### src/rtl/pps_ctrl_pkg.sv
// Shared types and constants for the 1PPS discipline controller.
// The derived widths below are for the default configuration; modules re-derive them from their own parameters.
package pps_ctrl_pkg;

    typedef enum logic [1:0] {
        IDLE    = 2'd0,
        CHECK   = 2'd1,
        UPDATE  = 2'd2,
        PUBLISH = 2'd3
    } state_t;

    localparam int CNT_BITS_DEF   = 28;
    localparam int FILT_SHIFT_DEF = 4;
    localparam int ACC_BITS       = CNT_BITS_DEF + FILT_SHIFT_DEF;
    localparam int ERR_BITS       = CNT_BITS_DEF + 1;
    localparam int REJ_MAX        = 255;

endpackage

### src/rtl/pps_exp_filter.sv
// Integer exponential filter: acc = acc - acc/N + F, N = 2^FILT_SHIFT.
// A seed request loads acc = F*N so the output starts exactly at the first sample.
module pps_exp_filter #(
    parameter int CNT_BITS   = 28,
    parameter int FILT_SHIFT = 4
) (
    input  logic                clk,
    input  logic                nreset,
    input  logic                enable,
    input  logic                seed,
    input  logic [CNT_BITS-1:0] sample,
    output logic [CNT_BITS-1:0] filt_out,
    output logic [CNT_BITS-1:0] filt_next
);

    localparam int ACC_W = CNT_BITS + FILT_SHIFT;

    logic [ACC_W-1:0] acc_reg;
    logic [ACC_W-1:0] acc_next;
    logic [ACC_W-1:0] sample_ext;

    assign sample_ext = {{FILT_SHIFT{1'b0}}, sample};

    // Subtract the decayed share first so the intermediate never exceeds acc.
    always_comb begin
        if (seed) begin
            acc_next = {sample, {FILT_SHIFT{1'b0}}};
        end else begin
            acc_next = (acc_reg - (acc_reg >> FILT_SHIFT)) + sample_ext;
        end
    end

    always_ff @(posedge clk or negedge nreset) begin
        if (!nreset) begin
            acc_reg <= '0;
        end else if (enable) begin
            acc_reg <= acc_next;
        end
    end

    assign filt_out  = acc_reg[ACC_W-1:FILT_SHIFT];
    assign filt_next = acc_next[ACC_W-1:FILT_SHIFT];

endmodule

### src/rtl/pps_discipline_ctrl.sv
// Sequences 1PPS count captures through window check, filter update and result handshake,
// tracking lock, rejected samples and loss of PPS (holdover).
module pps_discipline_ctrl
    import pps_ctrl_pkg::*;
#(
    parameter int CNT_BITS   = 28,
    parameter int FILT_SHIFT = 4,
    parameter int NOMINAL    = 26000000,
    parameter int TOL        = 2000,
    parameter int LOCK_TOL   = 16,
    parameter int LOCK_CNT   = 8
) (
    input  logic                clk,
    input  logic                nreset,
    input  logic [CNT_BITS-1:0] count_in,
    input  logic                count_stb,
    input  logic                res_ready,
    output logic                res_valid,
    output logic [CNT_BITS-1:0] filt_out,
    output logic [CNT_BITS:0]   err_out,
    output logic                locked,
    output logic                holdover,
    output logic [7:0]          reject_cnt,
    output logic                overrun
);

    localparam int ERR_W    = CNT_BITS + 1;
    localparam int WD_LIMIT = NOMINAL + TOL + 1;
    localparam int WD_W     = $clog2(WD_LIMIT + 1);
    localparam int RUN_W    = $clog2(LOCK_CNT + 1);

    localparam logic [CNT_BITS-1:0] WIN_LO     = CNT_BITS'(NOMINAL - TOL);
    localparam logic [CNT_BITS-1:0] WIN_HI     = CNT_BITS'(NOMINAL + TOL);
    localparam logic [CNT_BITS-1:0] LOCK_TOL_C = CNT_BITS'(LOCK_TOL);
    localparam logic [ERR_W-1:0]    NOM_E      = ERR_W'(NOMINAL);
    localparam logic [WD_W-1:0]     WD_LIMIT_C = WD_W'(WD_LIMIT);
    localparam logic [WD_W-1:0]     WD_PRE_C   = WD_W'(WD_LIMIT - 1);
    localparam logic [RUN_W-1:0]    LOCK_C     = RUN_W'(LOCK_CNT);
    localparam logic [7:0]          REJ_MAX_C  = 8'(REJ_MAX);

    state_t              state_reg, state_next;
    logic [CNT_BITS-1:0] sample_reg;
    logic                seeded_reg;
    logic [RUN_W-1:0]    run_reg;
    logic [RUN_W-1:0]    run_inc;
    logic [WD_W-1:0]     wd_reg;
    logic                locked_reg, holdover_reg, overrun_reg;
    logic [7:0]          reject_reg;
    logic [ERR_W-1:0]    err_reg;

    logic                take_sample, filt_en, overrun_set;
    logic                in_window, qualifies;
    logic [CNT_BITS-1:0] filt_cur, filt_next, lock_diff;

    pps_exp_filter #(
        .CNT_BITS  (CNT_BITS),
        .FILT_SHIFT(FILT_SHIFT)
    ) u_filter (
        .clk      (clk),
        .nreset   (nreset),
        .enable   (filt_en),
        .seed     (!seeded_reg),
        .sample   (sample_reg),
        .filt_out (filt_cur),
        .filt_next(filt_next)
    );

    assign in_window = (sample_reg >= WIN_LO) && (sample_reg <= WIN_HI);
    assign lock_diff = (sample_reg >= filt_cur) ? (sample_reg - filt_cur) : (filt_cur - sample_reg);
    assign qualifies = !seeded_reg || (lock_diff <= LOCK_TOL_C);
    assign run_inc   = (run_reg == LOCK_C) ? run_reg : run_reg + 1'b1;

    always_ff @(posedge clk or negedge nreset) begin
        if (!nreset) begin
            state_reg <= IDLE;
        end else begin
            state_reg <= state_next;
        end
    end

    always_comb begin
        state_next  = state_reg;
        take_sample = 1'b0;
        filt_en     = 1'b0;
        overrun_set = 1'b0;
        unique case (state_reg)
            IDLE: begin
                if (count_stb) begin
                    take_sample = 1'b1;
                    state_next  = CHECK;
                end
            end
            CHECK: begin
                overrun_set = count_stb;
                state_next  = in_window ? UPDATE : IDLE;
            end
            UPDATE: begin
                overrun_set = count_stb;
                filt_en     = 1'b1;
                state_next  = PUBLISH;
            end
            PUBLISH: begin
                // A new strobe always wins the slot; it is an overrun only if the result was not taken.
                if (count_stb) begin
                    take_sample = 1'b1;
                    overrun_set = !res_ready;
                    state_next  = CHECK;
                end else if (res_ready) begin
                    state_next = IDLE;
                end
            end
            default: state_next = IDLE;
        endcase
    end

    always_ff @(posedge clk or negedge nreset) begin
        if (!nreset) begin
            sample_reg   <= '0;
            seeded_reg   <= 1'b0;
            run_reg      <= '0;
            wd_reg       <= '0;
            locked_reg   <= 1'b0;
            holdover_reg <= 1'b0;
            overrun_reg  <= 1'b0;
            reject_reg   <= '0;
            err_reg      <= '0;
        end else begin
            overrun_reg <= overrun_set;
            if (take_sample) begin
                sample_reg <= count_in;
            end
            if (count_stb) begin
                wd_reg <= '0;
            end else if (wd_reg != WD_LIMIT_C) begin
                wd_reg <= wd_reg + 1'b1;
            end

            if (state_reg == CHECK) begin
                if (in_window) begin
                    holdover_reg <= 1'b0;
                end else begin
                    if (reject_reg != REJ_MAX_C) begin
                        reject_reg <= reject_reg + 8'd1;
                    end
                    locked_reg <= 1'b0;
                    run_reg    <= '0;
                end
            end

            if (state_reg == UPDATE) begin
                seeded_reg <= 1'b1;
                err_reg    <= {1'b0, filt_next} - NOM_E;
                if (qualifies) begin
                    run_reg <= run_inc;
                    if (run_inc == LOCK_C) begin
                        locked_reg <= 1'b1;
                    end
                end else begin
                    run_reg    <= '0;
                    locked_reg <= 1'b0;
                end
            end

            // Watchdog expiry: entered on the cycle the count reaches its limit.
            if (!count_stb && (wd_reg == WD_PRE_C)) begin
                holdover_reg <= 1'b1;
                locked_reg   <= 1'b0;
                run_reg      <= '0;
            end
        end
    end

    assign res_valid  = (state_reg == PUBLISH);
    assign filt_out   = filt_cur;
    assign err_out    = err_reg;
    assign locked     = locked_reg;
    assign holdover   = holdover_reg;
    assign reject_cnt = reject_reg;
    assign overrun    = overrun_reg;

endmodule

### config.mk
export PLATFORM = sky130hd
export DESIGN_NAME = pps_discipline_ctrl
export DESIGN_NICKNAME = d
export VERILOG_FILES = /design/src/rtl/pps_ctrl_pkg.sv /design/src/rtl/pps_exp_filter.sv /design/src/rtl/pps_discipline_ctrl.sv
export SDC_FILE = /design/constraint.sdc
export NUM_CORES = 1
export LEC_CHECK = 0
export BUFFER_PORTS_ARGS = -buffer_cell sky130_fd_sc_hd__buf_2
export CAP_MARGIN = 40
export CORE_MARGIN = 2
export CORE_UTILIZATION = 62
export DETAILED_ROUTE_END_ITERATION = 10
export PLACE_DENSITY = 0.82
export SLEW_MARGIN = 20
export SYNTH_ARGS = -nofsm -noshare
export SYNTH_HDL_FRONTEND = slang
export SYNTH_SLANG_ARGS = --single-unit
### constraint.sdc
create_clock -name clk -period 4.5 [get_ports clk]
set_input_delay 0.45 -clock clk [delete_from_list [all_inputs] [get_ports clk]]
set_output_delay 0.45 -clock clk [all_outputs]
set_load 0.05 [all_outputs]
# [Word level (Yosys, flattened, before mapping)]
# Index checks and enable logic that the tools add are counted.
[totals] in_bits=32 elab_cells=81 output_inout_bits=69 ff_bits=132
[classes] bitwise_logic=1 n_mux=29 n_lt_le_gt_ge=4 n_eq_ne=11 n_addsub=8 n_reduce_logical=17
[op_table] op="28-bit subtractor" n=2
[op_table] op="25-bit 2-to-1 mux" n=2
[op_table] op="32-bit by 28-bit adder with 32-bit output" n=1
[op_table] op="32-bit 2-to-1 mux" n=1
[op_table] op="32-bit by 28-bit subtractor with 32-bit output" n=1
[op_table] op="28-bit by 25-bit subtractor with 29-bit output (second input constant)" n=1
[op_table] op="28-bit by 25-bit greater-or-equal comparator with 1-bit output (second input constant)" n=1
[op_table] op="28-bit greater-or-equal comparator" n=1
[op_table] op="28-bit by 25-bit less-or-equal comparator with 1-bit output (second input constant)" n=1
[op_table] op="28-bit by 5-bit less-or-equal comparator with 1-bit output (second input constant)" n=1
[op_table] op="28-bit 2-to-1 mux" n=1
[op_table] op="25-bit by 1-bit adder with 25-bit output (second input constant)" n=1
[op_table] op="25-bit == test (second input constant)" n=1
[op_table] op="25-bit != test (second input constant)" n=1
[op_table] op="4-bit 2-to-1 mux" n=6
[op_table] op="1-bit 2-to-1 mux" n=13
[op_table] op="8-bit by 1-bit adder with 8-bit output (second input constant)" n=1
[op_table] op="4-bit == test (second input constant)" n=2
[op_table] op="2-bit 2-to-1 mux" n=4
[op_table] op="8-bit != test (second input constant)" n=1
[op_table] op="2-bit one-hot mux with 4 select lines" n=1
[op_table] op="2-bit AND reduction" n=3
[op_table] op="2-bit nonzero test" n=3
[op_table] op="4-bit by 1-bit adder with 4-bit output (second input constant)" n=1
[op_table] op="14 further kinds" n=19

# [Depth between registers and ports, before layout]
[depth] depth_word=8 depth_mapped=17 ltp_nobuf=17

# [Modules after synthesis]
# Synthesis repeated with hierarchy kept, for this count alone.
[hier_totals] hier_cells=1588 area_unflattened_um2=12583.3
[modules_own_cells] module="pps_discipline_ctrl" cells_each=987 seq_area_each_um2=2502.4 area_each_um2=8026.4 n_inst=1
[modules_own_cells] module="pps_exp_filter" cells_each=601 seq_area_each_um2=800.8 area_each_um2=4556.9 n_inst=1

# [Least setup slack after synthesis]
# OpenSTA, ideal clock, no wires.
[synth_path] path_kind="register to register" from="register err_out[6] (netlist name)" to="register err_reg[27], in the netlist err_out[27]" path_slack_ns=0.345 synth_period_minus_slack_ns=4.155 n_path_buf=1 setup_time_ns=0.120 required_ns=4.380 arrival_ns=4.035 path_stages_with_launch=17 cell_sequence="dfrtp_1 > inv_1 > fa_1 > inv_1 > ha_1 > buf_6 > a21o_1 > a21o_1 > a221o_1 > or3_1 > a31oi_4 > o21a_4 > a2111oi_1 > o21ai_2 > a21oi_2 > or4_1 > a31o_1"
[synth_lines] element="to (signal assigned)" line_no="pps_discipline_ctrl.sv:152" source="err_reg <= {1'b0, filt_next} - NOM_E;"
[synth_lines] element="to (decl)" line_no="pps_discipline_ctrl.sv:49" source="logic [ERR_W-1:0] err_reg;"

# [Worst setup path after layout]
[layout_path] from="register sample_reg[10]" to="register err_reg[24], in the netlist err_out[24]"
[layout_between] elab_chain_cells=3
[layout_lines] element="from (decl)" line_no="pps_discipline_ctrl.sv:42" source="logic [CNT_BITS-1:0] sample_reg;"
[layout_lines] element="from (signal assigned)" line_no="pps_discipline_ctrl.sv:130" source="sample_reg <= count_in;"
[layout_lines] element="32-bit by 28-bit adder with 32-bit output" line_no="pps_exp_filter.sv:29" source="acc_next = (acc_reg - (acc_reg >> FILT_SHIFT)) + sample_ext;"
[layout_lines] element="32-bit 2-to-1 mux *" line_no="pps_exp_filter.sv:26" source="if (seed) begin"
[layout_lines] element="28-bit by 25-bit subtractor with 29-bit output *" line_no="pps_discipline_ctrl.sv:152"
# Every way passes the cells marked *; elsewhere a longest branch is shown, timed or not.
# A chain may end at the register's enable or synchronous reset.

==> summary.md <==
| Metric | Value |
|---|---|
| Status | completed |
| Pre-antenna DRT Iters | 7 |
| Post-synth EDFFs | 0 |
| Synth Area in Adders | 0.144 |
| Largest family of logic cells by synthesized area | compound AO/OA/AOI/OAI gates |
| Multiplexer share of the synthesized area | 0.0203 |
| Commonest non-fill, non-tap cells in the layout | inv_1, a21oi_1, nor2_1 |
| Worst r2r src | sample_reg[10] |
| Initial drt markers | 1168 |
| Synthesized net count | around 1.7k |
| Ranking of synthesized cells by area | dfrtp_1, ha_1, a21oi_1 |
| Synth cell types | approximately 110 |
| Top-area cell type share of the netlist area | 0.251 |
| Total CTS buffers | 17 |
| Xor-xnor portion of the synthesized cell area | 0.0506 |
| Top-level port count | about 100 |
| # port buffers | 100 |
| Clock tree buffer depth | 2 |
| Final #Nets | 1824 |
| Slew headroom | 0.468 |
| Worst Path Max Fanout | 5 |
| Antenna cells | 0 |
| Number of max-cap violations | 0 |
| First-pass GRT wire length | 61.7 mm |
| Final Cycle Share | 0.975 |
| Vias/cell | 6.29 |
| Synth area leader | dfrtp_1 |
| Crit-path most repeated cell | inv_1 |
| Arrival @ worst endpoint | 4.72 ns |
| Worst Clk Skew | 0.00797 ns |
| Die W | 146 µm |
| Via Count | 12.2k |
| Register area share after synthesis | 0.251 |
| Post-Layout Cell Count | between 1.5k and 2k |
| Post-Synthesis Cells | 1534 |
| Pin count of the biggest net entering global routing | 75 |
| Clk root buf | clkbuf_16 |
| Hold Path Depth | 3 |
| Die area | 21200 µm² |
| Setup ws final | 0.112 ns |
| Maximum VDD drop | 447 µV |
| HP Start | count_in[26] |
| Clock Pin Slew Worst Setup and Hold Paths | 0.06 ns |
| Post-synthesis compound-gate area fraction | 0.255 |
| Netlist Area Pre-Place | 12500 µm² |
| Worst path max stage delay | 0.50 ns |
| Setup WS pre-CTS | 0.0147 ns |
| Routability cong. | between 1 and 1.5 |
| YS warnings | 0 |
| Final setup viols | 0 |
| Total grt overflow | 0 |
| Global Route Usage Sum | 0.364 |
| Synth Area per Inst | 8.12 µm² |
| Core area | 19600 µm² |
| End of the worst hold path | sample_reg[26] |
| Post-synthesis async set-or-reset flop share | 1.00 |
| CTS tree | yes |
| Inst Count DP | 1901 |
| Routed len/inst | 20.3 µm |
| P&R area growth vs syn | 15.4% |
| Std cell rows | just over 50 |
| CTS H-tree lvls | 4 |
| Crit. End Element | flop |
| Slew of the pin with the lowest slew margin | a little under 0.8 ns |
| Detail Route Antenna Nets | 0 |
| Max reg flops | 29 |
| Hold WC Path Type | input pin to flop |
| Post-DP HPWL | 30.3 mm |
| Most common cell after layout, fill and taps aside | inv_1 |
| Critical Path Slowest Stage Cell | fa_1 |
| Total clock sinks | 125 |
| Synth Area in Simple Gates | 0.184 |
| PwrDens | 725 nW/µm² |
| Die H | 146 µm |
| Reg2reg end | err_out[24] |
| Setup CP Type | flop to flop |
| Critical Path, Cell by Cell | inv_1 > fa_1 > inv_1 > ha_1 > buf_4 > nand4_1 > or2_1 > a311oi_4 > o21ai_0 > a211oi_1 > a211oi_2 > a21oi_1 > o221ai_2 > and2_2 > o21a_1 > o31ai_1 |
| Worst Path Required | slightly below 5 ns |
| Fin Hold WS | 0.221 ns |
| WL final | 39.4 mm |
| Prevailing post-synth register cell | dfrtp_1 |
| Final Util | 0.734 |
| Slew Limit Fails | 0 |
| Power Total | 10400 µW |
| Share of cells above drive strength 1 | 0.198 |
| Fmax | 0.228 GHz |
| R2r worst-path depth | 16 |
| Leak | 0.00675 µW |
| Initial antenna violation count | 0 |
| Drt drc | 0 |
| Vias in the first global route | ~12k |
| Initial Utilization | 0.636 |
| Clock Latency Late Sink | approximately 0.43 ns |
| Flop2flop setup slack | 0.11 ns |
| Startpoint types | flop |
| Post-synthesis register bit count | 125 |
| Final hold vios | 0 |
| Period minus WS final | 4.39 ns |
[power by group]
part / switching [µW] / internal [µW] / leakage [µW] / total (µW)
sequential: 205 / 1290 / 0.00167 / 1490
combinational: 4480 / 3020 / 0.00479 / 7490
clock: 544 / 888 / 0.000298 / 1430
[synthesized netlist by cell type (all sizes together) (18+ instances only)]
cell type and instances:
nand2 122, o21a 18, a21o 36, inv 151
nand3 42, clkbuf 27, a211oi 19, xor2 31
a21oi 152, a31oi 21, xnor2 41, nor2 129
nor3 22, nand4 20, buf 73, o21ai 110
dfrtp 125, ha 99, fa 28
[per-stage QoR]
| step | setup TNS (ns) | area [µm²] |
|---|---|---|
| after floorplan | 0 | 12500 |
| after global placement | 0 | 13500 |
| after detailed placement | 0 | 13500 |
| after CTS | 0 | 14100 |
| after global routing | -0.123 | 14400 |
| final | 0 | 14400 |
[worst max-delay path by stage]
stage	startpoint	to	slack, ns	depth (start not counted)
floorplan	err_out[6]	err_out[27]	0.35	16
global placement	u_filter.acc_reg[12]	err_out[26]	0.04	15
detailed placement	err_out[1]	err_out[27]	0.01	15
CTS	u_filter.acc_reg[12]	err_out[27]	0.006	15
global route	sample_reg[9]	err_out[24]	-0.05	16
finish	sample_reg[10]	err_out[24]	0.11	16
[cell families after synthesis]
group	Yosys count
adder cells (fa/ha/maj)	127
XOR/XNOR	72
AND/OR/NAND/NOR	459
multiplexers	24
flip-flops	125
buffers and inverters	252
AO/OA/AOI/OAI	475
[routing by layer]
layer  global-route usage  up-vias  wire length, µm
li1                     -     5658                -
met1                0.490     5910            16300
met2                0.584      536            18300
met3               0.0680      108             3240
met4                0.142        0             1550
met5                    0        -                0
[worst max-delay path: cells and delay by family, from the launching register on]
family	cells	cell delay [ns]
adder cells (fa/ha/maj)	2	0.83
buffers and inverters	3	0.32
AND/OR/NAND/NOR	3	0.74
AO/OA/AOI/OAI	8	1.97
flip-flops	1	0.43
[final cells by class]
cell class                      instances  area (µm²)
Tap cell                              265         332
Inverter                              151         567
Multi-Input combinational cell       1157        8340
Sequential cell                       125        3140
Fill cell                            1484        5210
Timing Repair Buffer                  213        1400
Clock inverter                         13         165
Clock buffer                           19         443
[repair_timing]
item,CTS,global route
pin swaps,1,12
resized for setup,3,35
buffers inserted,0,9
hold endpoints to repair,32,0
hold buffers,1,0
setup endpoints to repair,4,14
Note: power is estimated with default switching activity, not from simulation.
